File: src/rtl/buzzer_scheduler_if.sv
// Purpose: bundles the beep request inputs and the buzzer control outputs
//          of buzzer_scheduler into one interface.
// Signals:
//   req_kp     - keypad-done request pulse (edge-detected by the scheduler)
//   req_bt     - Bluetooth-done request pulse (edge-detected by the scheduler)
//   req_alarm  - motor-fault alarm level
//   src_sel    - 1 = keypad path active, 0 = Bluetooth path active
//   tone_en    - tone generator enable
//   tone_sel   - 0 = 440 Hz notice tone, 1 = 880 Hz alarm tone
//   active_src - 0 none, 1 keypad, 2 Bluetooth, 3 alarm
//   busy       - scheduler is not idle
// Modports: master drives requests and observes the buzzer controls,
//           slave (the scheduler) does the opposite.
interface buzzer_scheduler_if;
  logic       req_kp;
  logic       req_bt;
  logic       req_alarm;
  logic       src_sel;
  logic       tone_en;
  logic       tone_sel;
  logic [1:0] active_src;
  logic       busy;

  modport master (
    output req_kp, req_bt, req_alarm, src_sel,
    input  tone_en, tone_sel, active_src, busy
  );

  modport slave (
    input  req_kp, req_bt, req_alarm, src_sel,
    output tone_en, tone_sel, active_src, busy
  );
endinterface

File: src/rtl/buzzer_scheduler.sv
// Purpose: arbitrates keypad, Bluetooth and alarm beep requests and sequences
//          the single buzzer as timed on/off patterns. Drives the enable and
//          tone select of the downstream tone generator.
// Ports:
//   clk - system clock
//   rst - synchronous active-high reset
//   bus - buzzer_scheduler_if.slave (requests in, tone controls out)
// Parameter:
//   UNIT_CYCLES - clock cycles per pattern time unit
module buzzer_scheduler #(
  parameter int UNIT_CYCLES = 10_000_000
) (
  input  logic                 clk,
  input  logic                 rst,
  buzzer_scheduler_if.slave    bus
);

  localparam int CW = (UNIT_CYCLES > 1) ? $clog2(UNIT_CYCLES) : 1;
  localparam logic [CW-1:0] CNT_LAST = CW'(UNIT_CYCLES - 1);

  localparam logic [1:0] SRC_NONE = 2'd0;
  localparam logic [1:0] SRC_KP   = 2'd1;
  localparam logic [1:0] SRC_BT   = 2'd2;
  localparam logic [1:0] SRC_ALM  = 2'd3;

  typedef enum logic [2:0] {
    S_IDLE, S_ON, S_GAP, S_ALM_ON, S_ALM_OFF, S_GUARD
  } state_t;

  // Input stage: every request is registered once, so a request sampled at
  // edge k is acted on by the FSM at edge k+1.
  logic r_kp_s, r_kp_d, r_bt_s, r_bt_d, r_src_s, r_src_d, r_alm_s;

  state_t        r_state;
  logic [CW-1:0] r_cnt;
  logic          r_unit;      // which unit of a two-unit state is running
  logic          r_step;      // Bluetooth pattern: 0 = first beep, 1 = second
  logic          r_kp_pend, r_bt_pend;
  logic          r_tone_en, r_tone_sel, r_busy;
  logic [1:0]    r_active_src;

  logic   w_src_chg, w_kp_edge, w_bt_edge, w_kp_pend, w_bt_pend;
  logic   w_unit_end, w_two_units, w_state_done, w_arb;
  logic   w_grant_kp, w_grant_bt, w_step_next;
  logic [1:0] w_src_next;
  state_t w_state_next;

  always_ff @(posedge clk) begin
    r_kp_s  <= bus.req_kp;
    r_kp_d  <= r_kp_s;
    r_bt_s  <= bus.req_bt;
    r_bt_d  <= r_bt_s;
    r_src_s <= bus.src_sel;
    r_src_d <= r_src_s;
    r_alm_s <= bus.req_alarm;
  end

  // Edges on the inactive path, or in the cycle the path switches, are dropped.
  assign w_src_chg = r_src_s ^ r_src_d;
  assign w_kp_edge = r_kp_s & ~r_kp_d &  r_src_s & ~w_src_chg;
  assign w_bt_edge = r_bt_s & ~r_bt_d & ~r_src_s & ~w_src_chg;
  // A same-cycle edge already counts as pending for arbitration.
  assign w_kp_pend = (r_kp_pend & ~w_src_chg) | w_kp_edge;
  assign w_bt_pend = (r_bt_pend & ~w_src_chg) | w_bt_edge;

  assign w_unit_end   = (r_cnt == CNT_LAST);
  assign w_two_units  = ((r_state == S_ON) && (r_active_src == SRC_KP)) ||
                        (r_state == S_ALM_ON) || (r_state == S_ALM_OFF);
  assign w_state_done = w_unit_end && (w_two_units ? r_unit : 1'b1);

  always_comb begin
    w_state_next = r_state;
    w_src_next   = r_active_src;
    w_step_next  = r_step;
    w_grant_kp   = 1'b0;
    w_grant_bt   = 1'b0;
    w_arb        = 1'b0;
    case (r_state)
      S_IDLE: w_arb = 1'b1;
      S_ON: begin
        if (r_alm_s) begin
          w_state_next = S_ALM_ON;
          w_src_next   = SRC_ALM;
        end else if (w_state_done) begin
          w_state_next = ((r_active_src == SRC_BT) && !r_step) ? S_GAP : S_GUARD;
        end
      end
      S_GAP: begin
        if (r_alm_s) begin
          w_state_next = S_ALM_ON;
          w_src_next   = SRC_ALM;
        end else if (w_state_done) begin
          w_state_next = S_ON;
          w_step_next  = 1'b1;
        end
      end
      S_ALM_ON: if (w_state_done) w_state_next = S_ALM_OFF;
      S_ALM_OFF: if (w_state_done) w_state_next = r_alm_s ? S_ALM_ON : S_GUARD;
      S_GUARD: begin
        if (r_alm_s) begin
          w_state_next = S_ALM_ON;
          w_src_next   = SRC_ALM;
        end else if (w_state_done) begin
          w_arb = 1'b1;
        end
      end
      default: begin
        w_state_next = S_IDLE;
        w_src_next   = SRC_NONE;
      end
    endcase

    if (w_arb) begin
      if (r_alm_s) begin
        w_state_next = S_ALM_ON;
        w_src_next   = SRC_ALM;
      end else if (w_kp_pend) begin
        w_state_next = S_ON;
        w_src_next   = SRC_KP;
        w_step_next  = 1'b0;
        w_grant_kp   = 1'b1;
      end else if (w_bt_pend) begin
        w_state_next = S_ON;
        w_src_next   = SRC_BT;
        w_step_next  = 1'b0;
        w_grant_bt   = 1'b1;
      end else begin
        w_state_next = S_IDLE;
        w_src_next   = SRC_NONE;
      end
    end
  end

  always_ff @(posedge clk) begin
    if (rst) begin
      r_kp_pend <= 1'b0;
      r_bt_pend <= 1'b0;
    end else begin
      r_kp_pend <= w_kp_pend & ~w_grant_kp;
      r_bt_pend <= w_bt_pend & ~w_grant_bt;
    end
  end

  // FSM state, unit timing and registered outputs (decoded from next state).
  always_ff @(posedge clk) begin
    if (rst) begin
      r_state      <= S_IDLE;
      r_cnt        <= '0;
      r_unit       <= 1'b0;
      r_step       <= 1'b0;
      r_tone_en    <= 1'b0;
      r_tone_sel   <= 1'b0;
      r_active_src <= SRC_NONE;
      r_busy       <= 1'b0;
    end else begin
      r_state <= w_state_next;
      r_step  <= w_step_next;
      if ((w_state_next != r_state) || (r_state == S_IDLE)) begin
        r_cnt  <= '0;
        r_unit <= 1'b0;
      end else if (w_unit_end) begin
        r_cnt  <= '0;
        r_unit <= ~r_unit;
      end else begin
        r_cnt <= r_cnt + 1'b1;
      end
      r_tone_en <= (w_state_next == S_ON) || (w_state_next == S_ALM_ON);
      // GUARD keeps whichever tone the preceding pattern used.
      if ((w_state_next == S_ALM_ON) || (w_state_next == S_ALM_OFF))
        r_tone_sel <= 1'b1;
      else if (w_state_next != S_GUARD)
        r_tone_sel <= 1'b0;
      r_active_src <= w_src_next;
      r_busy       <= (w_state_next != S_IDLE);
    end
  end

  assign bus.tone_en    = r_tone_en;
  assign bus.tone_sel   = r_tone_sel;
  assign bus.active_src = r_active_src;
  assign bus.busy       = r_busy;

endmodule
File: src/flat_wrapper.sv
// flat-port wrapper written by rule: the top's interface ports become plain ports
module buzzer_scheduler_flat 
#(
  parameter int UNIT_CYCLES = 10_000_000
)
  (clk, rst, bus_req_kp, bus_req_bt, bus_req_alarm, bus_src_sel, bus_tone_en, bus_tone_sel, bus_active_src, bus_busy);
  buzzer_scheduler_if bus_i ();
  input  logic clk;
  input  logic rst;
  input wire logic [$bits(bus_i.req_kp)-1:0] bus_req_kp;
  input wire logic [$bits(bus_i.req_bt)-1:0] bus_req_bt;
  input wire logic [$bits(bus_i.req_alarm)-1:0] bus_req_alarm;
  input wire logic [$bits(bus_i.src_sel)-1:0] bus_src_sel;
  output wire logic [$bits(bus_i.tone_en)-1:0] bus_tone_en;
  output wire logic [$bits(bus_i.tone_sel)-1:0] bus_tone_sel;
  output wire logic [$bits(bus_i.active_src)-1:0] bus_active_src;
  output wire logic [$bits(bus_i.busy)-1:0] bus_busy;
  assign bus_i.req_kp = bus_req_kp;
  assign bus_i.req_bt = bus_req_bt;
  assign bus_i.req_alarm = bus_req_alarm;
  assign bus_i.src_sel = bus_src_sel;
  assign bus_tone_en = bus_i.tone_en;
  assign bus_tone_sel = bus_i.tone_sel;
  assign bus_active_src = bus_i.active_src;
  assign bus_busy = bus_i.busy;
  buzzer_scheduler #(.UNIT_CYCLES(UNIT_CYCLES)) u_core (.clk(clk), .rst(rst), .bus(bus_i));
endmodule
File: config.mk
export PLATFORM = sky130hd
export DESIGN_NAME = buzzer_scheduler_flat
export DESIGN_NICKNAME = d
export VERILOG_FILES = /design/src/rtl/buzzer_scheduler_if.sv /design/src/rtl/buzzer_scheduler.sv /design/src/flat_wrapper.sv
export SDC_FILE = /design/constraint.sdc
export NUM_CORES = 1
export LEC_CHECK = 0
export CAP_MARGIN = 20
export CORE_MARGIN = 1.5
export CORE_UTILIZATION = 30
export DETAILED_ROUTE_END_ITERATION = 7
export HOLD_SLACK_MARGIN = 0.08
export PLACE_DENSITY_LB_ADDON = 0.2
export SETUP_SLACK_MARGIN = 0.05
export SLEW_MARGIN = 5
export SYNTH_ARGS = -nofsm -noshare
export SYNTH_HDL_FRONTEND = slang
export SYNTH_SLANG_ARGS = --single-unit
File: constraint.sdc
create_clock -name clk -period 3.05 [get_ports clk]
set_clock_uncertainty 0.2 [all_clocks]
set_input_delay 0.61 -clock clk [delete_from_list [all_inputs] [get_ports clk]]
set_output_delay 0.61 -clock clk [all_outputs]
set_load 0.01 [all_outputs]
==> results.md <==
- Status: complete, no violations
- Largest area contributor in the netlist: dfxtp_1
- # DRC: 0
- Post_cts resized: 0
- Iter 0 DRT Violations: 109
- DR vias/cell: 4.752
- Die W: 87.30 µm
- WL per Instance: 12.38 µm
- CP Max Fanout: 11
- Post-route setup TNS: 0 ns
- Max Root-Sink Buffers: 2
- Worst VDD drop: 0.2415 mV
- Slowest cell on crit path: or4_4
- Layout cells sized above 1: 10.75%
- Fillcell total: 753
- Vias in the first global route: 1700
- Final core utilization: 36.90%
- CP required: 3.04 ns
- Gpl congestion: 0.8389
- R2r setup slk: 0.29 ns
- Initial antenna violation count: 0
- FMAX: 361.7 MHz
- Synth Register Bits: 43
- Final hold vios: 0
- Reg2reg start: u_core.r_cnt[0]$_SDFF_PP0_
- Port bufs: 10
- Io pins: 11
- Pleak: 0.8785 nW
- Largest net degree at the start of global routing: 18
- Yosys top cell area share: 40.38%
- Largest stage delay on the critical path: 0.47 ns
- Worst setup path category: flip-flop to flip-flop
- Final nets: 285
- Top Family by Delay on Critical Path: simple AND/OR/NAND/NOR gates
- Setup violation total in the final timing report: 0
- Tightest Pin Transition: 0.4229 ns
- Die area: 7621 µm²
- Unique masters post-synth: 52
- Final Cycle Share: 90.65%
- Post-CTS Hold Fix Bufs: 0
- Clock latency on the worst-skew pair: 0.30 ns
- Total power: 1.350 mW
- End point of the worst hold path: u_core.r_kp_d$_DFF_P_
- Final std cell area, no fill: 2521 µm²
- Syn Area/Cell: 8.232 µm²
- Root Driver: clkbuf_8
- Clk pin slew, worst setup/hold paths: 0.08 ns
- Largest reg by FF count: u_core.r_cnt
- Post-Syn Instances: 259
- All-layer global routing usage: 13.52%
- Syn nets: 266
- TritonCTS clock tree: built
- Post-DP HPWL: 3359 µm
- CTS Buf Count: 5
- Post-Place Cell Area: 2387 µm²
- Maxcap violations: 0
- Flip-flop count of the largest register after layout: 24
- Reg2reg end: u_core.r_cnt[20]$_SDFF_PP0_
- Initial Util: 31.21%
- Asr flop ratio synth: 0%
- Register area share after synthesis: 40.38%
- Worst setup SP type: flip-flop
- Hold Crit Depth: 0
- R2R depth: 8
- Unrepaired setup endpoints after global routing: false
- Final worst path period need: 2.765 ns
- Vias: 1782
- Buf/Inv on CP: 0
- Final ANT Viol Nets: 0
- Multi-input logic area: 1165 µm²
- Post-synth EDFFs: 0
- Cell Rows: 30
- 1st-pass router iterations: 4
- Sequential Area: 860.8 µm²
- Worst-path cell chain: ha_1 -> nand3_1 -> or4_4 -> or2_0 -> o41ai_2 -> a21o_2 -> a211o_2 -> nor2_1
- HP Class: flip-flop to flip-flop
- Area contributors post-synth: dfxtp_1, nor2_1, xor2_1
- Relative slew slack: 71.70%
- First-pass GRT wire length: 8059 µm
- Chip Height: 87.30 µm
- CP Capture Type: flip-flop
- CP arrival: 2.75 ns
- H-tree levels: 2
- PwrDens: 535.4 nW/µm²
- Area of the mapped netlist: 2132 µm²
- Diodes inserted: 0
- Post-synth top flop: dfxtp_1
- TritonCTS sink count: 43
- Max Slew Vio Count: 0
- Grt ovf: 0
- Synth-to-Final Area Change: 18.25%
- Yosys warns: 0
- Hold Startpoint: u_core.r_kp_s$_DFF_P_
- Final WL: 4642 µm
- Core Box Area: 6832 µm²
- Post-CTS setup buffer count: 0
## stage by stage
step                hold WS (ns)  worst slack, ns  cells
floorplan                 0.1308           0.5190    259
global placement          0.1384           0.2493    367
detailed placement        0.1397           0.1890    367
CTS                       0.1570           0.1760    375
global route              0.1640           0.1070    375
finish                    0.1535           0.2851    375
## kinds of logic after synthesis
family                     Yosys count  share of synthesized area [%]
AOI/OAI and AO/OA                   48                          15.79
xor gates and xnor gates            24                          9.859
adders and majority gates            1                         0.5868
buffers and inverters               23                          5.047
DFF                                 43                          40.38
and+or+nand+nor                    120                          28.35
## metal layers
metal  routed length [µm]  track usage [%]  part of all wire [%]  vias to the layer above
li1                     -                -                     -                      941
met1                 2365            18.07                    51                      813
met2                 2054            20.91                    44                       20
met3                  152            3.886                   3.3                        8
met4                   70            4.329                   1.5                        0
met5                    0                0                     0                        -
## cell type report
cell class / count / area share [%]
multi-input combinational: 193 / 46.20
sequential: 43 / 34.14
timing repair buffer: 23 / 7.841
tap: 96 / 4.764
clock buffer: 6 / 2.878
clock inverter: 2 / 2.382
inverter: 12 / 1.787
## cell usage after synthesis, types with 3 or more instances
library cell and number:
a211oi_1 3, a21o_1 3, a21oi_1 12, clkbuf_1 5, dfxtp_1 43, inv_1 12, nand2_1 23, nand2b_1 4
nand3_1 13, nand4_1 3, nor2_1 32, nor2b_1 4, nor3_1 20, o211ai_1 3, o21ai_0 9, or3_1 3
xnor2_1 11, xor2_1 13
## worst max-delay path by stage
stage	end	start	depth (start not counted)
2_1_floorplan	u_core.r_cnt[12]$_SDFF_PP0_	u_core.r_cnt[0]$_SDFF_PP0_	10
3_3_place_gp	u_core.r_unit$_SDFFE_PP0P_	u_core.r_cnt[0]$_SDFF_PP0_	8
3_5_place_dp	u_core.r_cnt[11]$_SDFF_PP0_	u_core.r_cnt[0]$_SDFF_PP0_	8
4_1_cts	u_core.r_cnt[11]$_SDFF_PP0_	u_core.r_cnt[0]$_SDFF_PP0_	8
5_1_grt	u_core.r_cnt[20]$_SDFF_PP0_	u_core.r_cnt[0]$_SDFF_PP0_	8
6_report	u_core.r_cnt[20]$_SDFF_PP0_	u_core.r_cnt[0]$_SDFF_PP0_	8
## cell usage in the layout (no fill, tap or decap), drive strengths merged, types with 3 or more instances in the layout
master	n
a211oi	3
a21o	4
a21oi	12
buf	13
clkbuf	6
clkdlybuf4s50	10
dfxtp	43
inv	12
nand2	23
nand2b	4
nand3	14
nand4	3
nor2	32
nor2b	4
nor3	20
o211ai	3
o21ai	10
or3	3
xnor2	11
xor2	13
## power breakdown
part           internal, mW  leakage (nW)  total (mW)  switching (mW)
combinational        0.0967         0.462       0.229           0.132
clock                 0.327        0.0654       0.527           0.200
sequential            0.582         0.351       0.593          0.0112
total                  1.01         0.879        1.35           0.344
## worst register-to-register path: cells and delay by family, from the launching register on
kind | cells | cell delay [ns]
AO/OA/AOI/OAI | 3 | 0.86
flip-flops | 1 | 0.36
AND/OR/NAND/NOR | 4 | 1.00
adder cells (fa/ha/maj) | 1 | 0.24
Note: power is estimated with default switching activity, not from simulation.
==> patch, RTL diff (same settings) <==
Make the reset (`rst`) asynchronous in 2 clocked blocks. Comments in the files are not updated.
--- a/src/rtl/buzzer_scheduler.sv
+++ b/src/rtl/buzzer_scheduler.sv
@@ -131,7 +131,7 @@
     end
   end
 
-  always_ff @(posedge clk) begin
+  always_ff @(posedge clk or posedge rst) begin
     if (rst) begin
       r_kp_pend <= 1'b0;
       r_bt_pend <= 1'b0;
@@ -142,7 +142,7 @@
   end
 
   // FSM state, unit timing and registered outputs (decoded from next state).
-  always_ff @(posedge clk) begin
+  always_ff @(posedge clk or posedge rst) begin
     if (rst) begin
       r_state      <= S_IDLE;
       r_cnt        <= '0;
Behaviour: differs if rst is asserted again (counterexample within 4 cycles, from zero or initial values and one cycle with rst high); with rst held inactive, the same outputs for 10 cycles.
==> patch against the unedited design <==
- sequential share of layout area up 4.2 points
- global-route usage fell by 0.10 points
- first-iteration DRC count increased by 45%
- power fell by 3.5%
- critical path type unchanged
- synthesized area rose by 11%
- setup slack improved by 0.13 ns
- sequential cell count is the same
- hold slack improved by 0.0016 ns
- via count is 3.4% higher
- final area increased by 7.7%
- routed wire length rose by 11%
==> patch: results (changes against the unedited design) <==
Sequential share of the synthesized area - 44.0% (+3.6 points)
Initial Util - 30.8% (-0.40 points)
Largest net degree at the start of global routing - 37 (+19)
Main area contributors after synthesis - dfrtp_1 (38%), dfxtp_1 (5.9%), xnor2_1 (5.2%)
Layout cells sized above 1 - 12.2% (+1.5 points)
Final net count - 268 (-6.0%)
Clk root buf - clkbuf_8
GP Congestion - 0.786 (-6.4%)
CP peak stage delay - 0.57 ns (+0.10 ns)
Post-synth net total - 254 (-4.5%)
Worst min-delay path category - flop to flop
GRT Total Usage - 13.4% (-0.10 points)
Dpl cell area - 2590 um^2 (+8.5%)
Global-route wire length before repair - 9100 um (+13%)
Via density - 5.06 (+6.5%)
Critical Path Fanout Max - 25 (+14)
Total routed wirelength - 5150 um (+11%)
Max-slew headroom - 65.1% (-6.6 points)
CTS Buffer Depth - 2 (unchanged)
Synth cell count leaders - dfrtp_1 (36), nand2_1 (17), nor2_1 (17), nor3_1 (17), nand3_1 (15)
H-tree depth - 2 (unchanged)
Async S/R FF share, synth - 83.7% (+84 points)
Initial DRC count - 158 (+45%)
Setup bufs post-CTS - 0 (unchanged)
Arr. time, crit path - 2.61 ns (-0.14 ns)
DRT Pass-1 Iters - 4 (unchanged)
Post-synthesis cell type count - 53 (+1.9%)
CP max-delay cell - or4_4
Vias in the first global route - 1826 (+7.4%)
Outcome - finished clean
Most used flip-flop cell after synthesis - dfrtp_1
CTS Buf Count - 5 (unchanged)
Post-DP HPWL - 3500 um (+4.1%)
Leakage - 1.07 nW (+21%)
Max VDD drop - 326 uV (+35%)
Setup WS pre-CTS - 0.266 ns (+0.0768 ns)
-- patch: changes by cell type in the layout (fill, tap and decap cells not counted), moves of 6 or more --
cell     before  now
buf_4        13    7
dfxtp_1      43    7
a21oi_1      12    6
nand2_1      23   17
nor4_2        0    8
dfrtp_1       0   36
nor2_1       32   17
-- patch: stage by stage --
| stage | total power, mW | std cells | hold WS [ns] |
|---|---|---|---|
| after floorplan | 0.805 | 247 | 0.124 |
| after global placement | 0.850 | 356 | 0.127 |
| after detailed placement | 0.853 | 356 | 0.139 |
| after CTS | 1.32 | 364 | 0.156 |
| after global routing | 1.38 | 364 | 0.164 |
| final | 1.30 | 364 | 0.155 |
-- patch: final timing paths --
| kind | from | to | slack (ns) | cells past startpoint |
|---|---|---|---|---|
| setup / recovery | u_core.r_cnt[16] | u_core.r_cnt[13] | 0.42 | 6 |
| hold / removal | u_core.r_bt_s | u_core.r_bt_d | 0.16 | 0 |
| setup reg to reg | u_core.r_cnt[16] | u_core.r_cnt[13] | 0.42 | 6 |
| hold reg to reg | u_core.r_bt_s | u_core.r_bt_d | 0.16 | 0 |
| max in group asynchronous | rst | u_core.r_cnt[4] | 1.79 | 3 |
| min in group asynchronous | rst | u_core.r_cnt[12] | 0.53 | 3 |
-- patch: cell type report --
| class | instances | area [um^2] |
|---|---|---|
| fillers | 823 | 4970 |
| well taps | 102 | 128 |
| repair buffers | 17 | 153 |
| inverters | 12 | 45.0 |
| multi-input cells | 182 | 1230 |
| flip-flops and latches | 43 | 1040 |
| clock buffers | 6 | 82.6 |
| clock inverters | 2 | 35.0 |
-- patch: power breakdown --
part | total [mW] | internal, mW | switching, mW
Sequential | 0.671 | 0.616 | 0.0543
Clock | 0.465 | 0.265 | 0.200
Combinational | 0.167 | 0.0818 | 0.0854
-- patch: cell families (layout without fill, tap and decap cells) --
kind of cell	after synthesis	after routing	share of synthesized area, %
flip-flops	43	43	44.0
AO/OA/AOI/OAI	40	40	11.6
AND/OR/NAND/NOR	118	118	31.1
buffers and inverters	22	37	4.38
adder cells (fa/ha/maj)	1	1	0.528
XOR/XNOR	23	23	8.51
-- patch: per-layer routing --
layer	GRT usage [%]	share of wire (%)
met1	19.0	52
met2	20.4	44
met3	2.57	2.9
met4	4.49	1.6
met5	0	0
-- patch: what timing repair did --
action	in CTS	in global routing
endpoints found under the setup margin	0	13
hold buffers	0	0
resized for setup	0	1
endpoints found under the hold margin	0	0
-- patch: critical path, delay by kind of cell (launching register included) --
family / cells / cell delay, ns
flip-flops: 1 / 0.44
AO/OA/AOI/OAI: 1 / 0.37
AND/OR/NAND/NOR: 5 / 1.47
